### src/rtl/ppu_spr_line.sv
// Per-scanline sprite renderer: the staging slots for the next line are copied to the active set at line_start.
// Each pixel step resolves the lowest-index opaque sprite and detects a sprite-0 hit.
module ppu_spr_line #(
    parameter int NUM_SPR = 8,
    parameter int SLOT_W  = (NUM_SPR > 1) ? $clog2(NUM_SPR) : 1
) (
    input  logic              clk,
    input  logic              reset_n,
    input  logic              line_start,
    input  logic              pix_en,
    input  logic              ld_en,
    input  logic [SLOT_W-1:0] ld_slot,
    input  logic [7:0]        ld_x,
    input  logic [7:0]        ld_attr,
    input  logic [7:0]        ld_low,
    input  logic [7:0]        ld_high,
    input  logic              ld_spr0,
    input  logic              bg_opaque,
    input  logic              clip_left,
    input  logic              hit_clr,
    output logic [3:0]        pixel,
    output logic              pix_behind,
    output logic              spr0_hit
);

    logic       stg_valid_q [NUM_SPR], stg_valid_d [NUM_SPR];
    logic       stg_spr0_q  [NUM_SPR], stg_spr0_d  [NUM_SPR];
    logic [7:0] stg_x_q     [NUM_SPR], stg_x_d     [NUM_SPR];
    logic [7:0] stg_attr_q  [NUM_SPR], stg_attr_d  [NUM_SPR];
    logic [7:0] stg_low_q   [NUM_SPR], stg_low_d   [NUM_SPR];
    logic [7:0] stg_high_q  [NUM_SPR], stg_high_d  [NUM_SPR];
    logic       act_valid_q [NUM_SPR], act_valid_d [NUM_SPR];
    logic       act_spr0_q  [NUM_SPR], act_spr0_d  [NUM_SPR];
    logic [7:0] act_x_q     [NUM_SPR], act_x_d     [NUM_SPR];
    logic [7:0] act_attr_q  [NUM_SPR], act_attr_d  [NUM_SPR];
    logic [7:0] act_low_q   [NUM_SPR], act_low_d   [NUM_SPR];
    logic [7:0] act_high_q  [NUM_SPR], act_high_d  [NUM_SPR];
    logic [3:0] act_cnt_q   [NUM_SPR], act_cnt_d   [NUM_SPR];
    logic [8:0] pcnt_q, pcnt_d;
    logic [3:0] pixel_q, pixel_d;
    logic       behind_q, behind_d;
    logic       hit_q, hit_d;

    logic       win_found, win_behind, spr0_src, visible, hit_set, ld_ok;
    logic [3:0] win_pix;

    function automatic logic [7:0] rev8(input logic [7:0] v);
        logic [7:0] r;
        for (int b = 0; b < 8; b++) r[b] = v[7-b];
        return r;
    endfunction

    // Scan from the top slot down so the lowest-index opaque slot wins.
    always_comb begin
        win_found  = 1'b0;
        win_pix    = 4'd0;
        win_behind = 1'b0;
        spr0_src   = 1'b0;
        for (int i = NUM_SPR - 1; i >= 0; i--) begin
            if (act_valid_q[i] && act_x_q[i] == 8'd0 && !act_cnt_q[i][3] &&
                (act_high_q[i][7] || act_low_q[i][7])) begin
                win_found  = 1'b1;
                win_pix    = {act_attr_q[i][1:0], act_high_q[i][7], act_low_q[i][7]};
                win_behind = act_attr_q[i][5];
                if (act_spr0_q[i]) spr0_src = 1'b1;
            end
        end
    end

    assign visible = !(clip_left && pcnt_q < 9'd8) && pcnt_q != 9'd256;
    assign hit_set = spr0_src && bg_opaque && pcnt_q != 9'd255 && visible;
    assign ld_ok   = int'(ld_slot) < NUM_SPR;

    always_comb begin
        stg_valid_d = stg_valid_q;
        stg_spr0_d  = stg_spr0_q;
        stg_x_d     = stg_x_q;
        stg_attr_d  = stg_attr_q;
        stg_low_d   = stg_low_q;
        stg_high_d  = stg_high_q;
        act_valid_d = act_valid_q;
        act_spr0_d  = act_spr0_q;
        act_x_d     = act_x_q;
        act_attr_d  = act_attr_q;
        act_low_d   = act_low_q;
        act_high_d  = act_high_q;
        act_cnt_d   = act_cnt_q;
        pcnt_d      = pcnt_q;
        pixel_d     = pixel_q;
        behind_d    = behind_q;
        hit_d       = hit_q;
        if (line_start) begin
            for (int i = 0; i < NUM_SPR; i++) begin
                act_valid_d[i] = stg_valid_q[i];
                act_spr0_d[i]  = stg_spr0_q[i];
                act_x_d[i]     = stg_x_q[i];
                act_attr_d[i]  = stg_attr_q[i];
                act_low_d[i]   = stg_low_q[i];
                act_high_d[i]  = stg_high_q[i];
                act_cnt_d[i]   = 4'd0;
                stg_valid_d[i] = 1'b0;
            end
            pcnt_d = 9'd0;
        end else if (pix_en) begin
            pixel_d  = (visible && win_found) ? win_pix : 4'd0;
            behind_d = visible && win_found && win_behind;
            if (hit_set) hit_d = 1'b1;
            if (pcnt_q != 9'd256) pcnt_d = pcnt_q + 9'd1;
            for (int i = 0; i < NUM_SPR; i++) begin
                if (act_x_q[i] != 8'd0) begin
                    act_x_d[i] = act_x_q[i] - 8'd1;
                end else if (!act_cnt_q[i][3]) begin
                    act_low_d[i]  = {act_low_q[i][6:0], 1'b0};
                    act_high_d[i] = {act_high_q[i][6:0], 1'b0};
                    act_cnt_d[i]  = act_cnt_q[i] + 4'd1;
                end
            end
        end
        // Applied after the copy so a coincident load lands in staging for the next line.
        if (ld_en && ld_ok) begin
            stg_valid_d[ld_slot] = 1'b1;
            stg_spr0_d[ld_slot]  = ld_spr0;
            stg_x_d[ld_slot]     = ld_x;
            stg_attr_d[ld_slot]  = ld_attr;
            stg_low_d[ld_slot]   = ld_attr[6] ? rev8(ld_low) : ld_low;
            stg_high_d[ld_slot]  = ld_attr[6] ? rev8(ld_high) : ld_high;
        end
        if (hit_clr) hit_d = 1'b0;
    end

    always_ff @(posedge clk or negedge reset_n) begin
        if (!reset_n) begin
            for (int i = 0; i < NUM_SPR; i++) begin
                stg_valid_q[i] <= 1'b0;
                stg_spr0_q[i]  <= 1'b0;
                stg_x_q[i]     <= 8'd0;
                stg_attr_q[i]  <= 8'd0;
                stg_low_q[i]   <= 8'd0;
                stg_high_q[i]  <= 8'd0;
                act_valid_q[i] <= 1'b0;
                act_spr0_q[i]  <= 1'b0;
                act_x_q[i]     <= 8'd0;
                act_attr_q[i]  <= 8'd0;
                act_low_q[i]   <= 8'd0;
                act_high_q[i]  <= 8'd0;
                act_cnt_q[i]   <= 4'd0;
            end
            pcnt_q   <= 9'd0;
            pixel_q  <= 4'd0;
            behind_q <= 1'b0;
            hit_q    <= 1'b0;
        end else begin
            stg_valid_q <= stg_valid_d;
            stg_spr0_q  <= stg_spr0_d;
            stg_x_q     <= stg_x_d;
            stg_attr_q  <= stg_attr_d;
            stg_low_q   <= stg_low_d;
            stg_high_q  <= stg_high_d;
            act_valid_q <= act_valid_d;
            act_spr0_q  <= act_spr0_d;
            act_x_q     <= act_x_d;
            act_attr_q  <= act_attr_d;
            act_low_q   <= act_low_d;
            act_high_q  <= act_high_d;
            act_cnt_q   <= act_cnt_d;
            pcnt_q      <= pcnt_d;
            pixel_q     <= pixel_d;
            behind_q    <= behind_d;
            hit_q       <= hit_d;
        end
    end

    assign pixel      = pixel_q;
    assign pix_behind = behind_q;
    assign spr0_hit   = hit_q;

endmodule

### config.mk
export PLATFORM = sky130hd
export DESIGN_NAME = ppu_spr_line
export DESIGN_NICKNAME = d
export VERILOG_FILES = /design/src/rtl/ppu_spr_line.sv
export SDC_FILE = /design/constraint.sdc
export NUM_CORES = 1
export LEC_CHECK = 0
export ABC_CLOCK_PERIOD_IN_PS = 4400
export BUFFER_PORTS_ARGS = -buffer_cell sky130_fd_sc_hd__clkbuf_2
export CAP_MARGIN = 30
export CORE_ASPECT_RATIO = 0.75
export CORE_MARGIN = 4
export CORE_UTILIZATION = 60
export DETAILED_ROUTE_END_ITERATION = 8
export PLACE_DENSITY = 0.75
export SETUP_SLACK_MARGIN = 0.3
export SKIP_CTS_REPAIR_TIMING = 1
export SLEW_MARGIN = 10
export SYNTH_ARGS = -nofsm -noshare
export SYNTH_HDL_FRONTEND = slang
export SYNTH_SLANG_ARGS = --single-unit
### constraint.sdc
create_clock -name clk -period 4.4 [get_ports clk]
set_input_delay 0.66 -clock clk [delete_from_list [all_inputs] [get_ports clk]]
set_output_delay 0.66 -clock clk [all_outputs]
set_load 0.1 [all_outputs]
-- Word level (Yosys, flattened, before mapping)
Cells that the tools add are included.
- ROM bits: 0
- word-level logic and storage cells: 387
- register bits: 575
- memory bits (writable): 0
- memories: 0
- latch bits: 0
- input port bits: 44
- shift operators: 0
- div/mod/pow operators: 0
- $mul: 0
- multiplexer cells: 125
- $lt $le $gt $ge: 3
- bitwise operators: 3
- eq/ne operators: 19
- reduce and logical (&&, ||, !) cells: 104
- add/sub/neg operators: 17
- operators by type and width (kind ; count):
    64-bit two-way mux ; 6
    8-bit two-way mux ; 45
    64-bit bitwise mux ; 4
    4-bit two-way mux ; 25
    8-bit zero test ; 8
    32-bit two-way mux ; 2
    8-bit nonzero test ; 8
    8-bit by 1-bit subtractor with 8-bit output, second input constant ; 8
    1-bit two-way mux ; 37
    2-bit AND reduction ; 18
    4-bit by 1-bit adder with 4-bit output, second input constant ; 8
    1-bit logical AND ; 32
    2-bit inequality test, second input constant ; 16
    9-bit two-way mux ; 3
    3-bit AND reduction ; 9
    8-bit demux with 3-bit select ; 1
    2-bit nonzero test ; 12
    9-bit by 1-bit adder with 9-bit output, second input constant ; 1
    1-bit zero test ; 9
    9-bit by 4-bit < comparator with 1-bit output, second input constant ; 1
    9-bit by 8-bit inequality test with 1-bit output, second input constant ; 1
    9-bit inequality test, second input constant ; 1
    8-bit bitwise mux ; 1
    1-bit logical OR ; 8
    7 further kinds ; 7

-- Depth between registers and ports, before layout
- depth after elaboration: 26
- mapped depth: 10

-- Worst setup path after synthesis
Ideal clock, no wire load.
- path kind: input to register
- from: input ld_slot[2]
- to: register stg_high_q[60] in the netlist's numbering
- arrival: 2.315 ns
- cell stages on the path: 6
- data required time: 4.262 ns
- path buffers: 3
- setup slack: 1.948 ns
- cell sequence: clkbuf_1 > nand2b_1 > nor3_1 > clkbuf_1 > clkbuf_1 > a21oi_1
- cells in the longest elaborated chain, start to end: 6
- RTL lines (what ; RTL line ; RTL):
    start, declared ; 12 ; input logic [SLOT_W-1:0] ld_slot,
    3-bit inverter with 4-bit output (*) ; 126 ; stg_high_d[ld_slot] = ld_attr[6] ? rev8(ld_high) : ld_high;
    4-bit >= comparator (implied by the code) / 4-bit by 1-bit < comparator with 1-bit output (equally long branches) ; 126 ;
    1-bit logical AND (implied by the code) ; 126 ;
    8-bit two-way mux ; 126 ;
    8-bit demux with 3-bit select (*) ; 126 ;
    64-bit bitwise mux (*) ; 126 ;
    end signal, assigned ; 158 ; stg_high_q <= stg_high_d;
    end, declared ; 31 ; logic [7:0] stg_high_q [NUM_SPR], stg_high_d [NUM_SPR];
Every way passes the cells marked *; elsewhere a longest branch is shown, timed or not.
A chain may end at the register's enable or synchronous reset.

-- Worst setup path in the final report
- from: register act_x_q[19] in the netlist's numbering
- to: register pixel_q[3], in the netlist pixel[3]
- cells in the longest elaborated chain, start to end: 12
- RTL lines (what ; RTL line ; RTL):
    start, declared ; 34 ; logic [7:0] act_x_q [NUM_SPR], act_x_d [NUM_SPR];
    start signal, assigned ; 161 ; act_x_q <= act_x_d;
    8-bit zero test (*) ; 60 ; if (act_valid_q[i] && act_x_q[i] == 8'd0 && !act_cnt_q[i][3] &&
    1-bit logical AND (*) (3 in a row) ; 60 ;
    1-bit two-way mux (6 in a row) ; 60 ;
    1-bit logical AND ; 105 ; pixel_d = (visible && win_found) ? win_pix : 4'd0;
    4-bit two-way mux (*) ; 105 ;
    end signal, assigned ; 167 ; pixel_q <= pixel_d;
    end, declared ; 40 ; logic [3:0] pixel_q, pixel_d;
Marked as above.

==> results.ini <==
[synthesis]
ys.warnings.count = 0
ys.flop_type = dfrtp_1
seq_area_frac_synth_pct = 57.94
synth_area_sq_um = 22070
synth-seq-cells = 511
synthCells = 2043
synth_nets = 2109
synth.lib_cells_used.distinct = 66
synth.avg_cell_area_sq_um = 10.80
synth-async-reset-ratio_pct = 100.0
synth-edff-count = 0

[die]
die_w_microns = 229.5
pin_count = 50
initial_core_util_pct = 61.12
dieArea_sq_um = 39950
fp.coreArea_sq_um = 36110
row_count = 60
die_h_microns = 174.1

[worst_setup_path]
crit_fanout = 4
start_kind = register
cpPeakStageDelay_ns = 0.78
critical_path_class = reg2reg
crit_slowest_cell = nor3b_1
cp_cell_sequence = nor4_1 > nand2_1 > nor3b_1 > a221oi_1 > o21a_1 > o31ai_1
required_ns = 4.87
cp.arrival_ns = 3.43
endpoint_kind = register

[clock_network]
clk_pin_slew_worst_paths_ns = 0.06
h-tree-depth = 2
cts_root_buffer = clkbuf_16
cts_tree = done
insertion_delay_ns = 0.57
cts_inserted_buffers = 49
cts_buffer_depth = 3
clock-sinks = 511

[drt]
vias = 15080
wl_per_cell_microns = 18.24
drt_first_pass_iters = 5
wirelength_microns = 47530
post-route-drc-count = 0
drtIter0Drc = 1188
postRouteAntennaNets = 0
vias_per_cell = 5.787

[timing]
finalSetupTns_ns = 0
hold_violations = 0
post-route-period-util_pct = 67.30
rsz0062_at_grt = no
final-setup-viol-count = 0
finalClockSkew_ns = 0.01199
timing.fmax_mhz = 337.7
worst_pin_slew_ns = 1.006
drv_slew = 0
fin_crit_ns = 2.961
relSlewSlack_pct = 32.90

[layout]
layout-drive-gt1-share_pct = 15.21
diodes = 0
most-common-layout-cells = 511 x dfrtp_1, 306 x nand2_1, 245 x o21ai_0, 138 x nor2_1
layout-area-overhead-vs-synth_pct = 11.60
mostFrequentLayoutCell = dfrtp_1
final_nets = 2138

[global_routing]
grt_use_total_pct = 24.18
grt_max_degree = 250
grt_pass1_wl_microns = 78630
antenna_found_initial = 2
gr-total-overflow = 0
grt_pass1_vias = 15100

[status]
status = finished clean

[pwr]
power_density_nw_per_um2 = 506.5
total_power_uw = 12480
leakagePower_uw = 0.01151
vdd_drop_max_v = 0.0003226

[place]
gp_congestion = 0.8408
hpwl_microns = 30290
port_buffers = 45

[flow_run]
cap_viol_max_count = 0

[hold_path]
worst_hold_path_type = in2async

## worst max-delay path, delay by kind of cell, from the launching register on
kind / cells / cell delay (ns)
compound gates: 3 / 0.68
simple gates: 3 / 1.76
flops: 1 / 0.42
## through the flow
stage	cells	setup slack, ns	cell area [sq um]	hold WS [ns]	util [%]
after floorplan	2043	1.948	22070	0.3644	-
after detailed placement	2513	1.333	22910	0.4624	63.45
final	2606	1.439	24630	0.1196	68.21
after global routing	2606	1.238	24630	0.2114	68.21
after global placement	2500	1.190	22810	0.4524	63.16
after CTS	2602	1.370	24570	0.1938	68.03
## where the power goes
group | total, uW | internal, uW | switching (uW)
sequential | 6250 | 5640 | 609
combinational | 1940 | 908 | 1030
clock | 4290 | 2520 | 1770
total | 12500 | 9070 | 3410
## final cells by class
class,instances,area [sq um]
flip-flops and latches,511,12790
fillers,2654,11480
multi-input cells,1376,8703
clock buffers,78,1508
repair buffers,93,710.7
well taps,496,620.6
inverters,41,153.9
clock inverters,11,147.6
## cells in the mapped netlist, types with 5 or more instances
master	count	area (sq um)
o221ai_1	5	43.79
nand2_1	306	1149
mux2i_1	136	1361
buf_2	10	50.05
inv_1	40	150.1
nor2b_1	8	50.05
o31ai_1	5	37.54
o21ai_1	21	105.1
nor4_1	18	112.6
a21o_1	7	52.55
ha_1	22	275.3
xnor2_1	39	341.6
a21oi_1	101	505.5
nand3_1	22	110.1
dfrtp_1	511	12790
a211oi_1	6	45.04
nor2_1	138	518.0
nor3_1	22	110.1
nor3b_1	15	112.6
o21ai_0	245	1226
nand2b_1	7	43.79
nand4_1	9	56.30
or3_1	9	56.30
buf_1	7	26.28
and3_1	14	87.58
mux2_2	136	1531
clkbuf_1	96	360.4
xor2_1	23	201.4
## flip-flops by register name, summed over array words and instances, names as in the netlist
| name | count |
|---|---|
| act_high_q | 64 |
| stg_attr_q | 24 |
| act_spr0_q | 8 |
| pixel | 4 |
| stg_low_q | 64 |
| pcnt_q | 9 |
| pix_behind | 1 |
| stg_spr0_q | 8 |
| act_valid_q | 8 |
| stg_high_q | 64 |
| act_attr_q | 24 |
| stg_x_q | 64 |
| spr0_hit | 1 |
| act_cnt_q | 32 |
| act_x_q | 64 |
| stg_valid_q | 8 |
| act_low_q | 64 |
## final timing paths
check                           slack, ns             end        start  cells after the start
worst max register to register       1.44        pixel[3]  act_x_q[19]                      6
worst min register to register       0.47     act_x_q[41]  stg_x_q[41]                      2
min in group clk                     0.27        spr0_hit      hit_clr                      2
max in group asynchronous            3.17       pcnt_q[1]      reset_n                      2
worst min-delay path                 0.12  stg_high_q[35]      reset_n                      1
worst max-delay path                 1.44        pixel[3]  act_x_q[19]                      6
## per-layer routing
metal | share of wire (%) | track usage, %
met4 | 2.2 | 6.412
met2 | 46 | 37.90
met1 | 46 | 35.03
met5 | 0.044 | 0
met3 | 6.0 | 4.898
## kinds of logic (layout without fill, tap and decap cells)
group           after synthesis  in the layout  synth area share [%]
compound gates              423            423                 10.34
fa+ha+maj                    22             22                 1.247
xor+xnor                     62             62                 2.460
buf+inv                     156            223                 2.761
mux                         272            272                 13.11
simple gates                597            597                 12.15
flops                       511            511                 57.94
(Power assumes the default switching activity.)
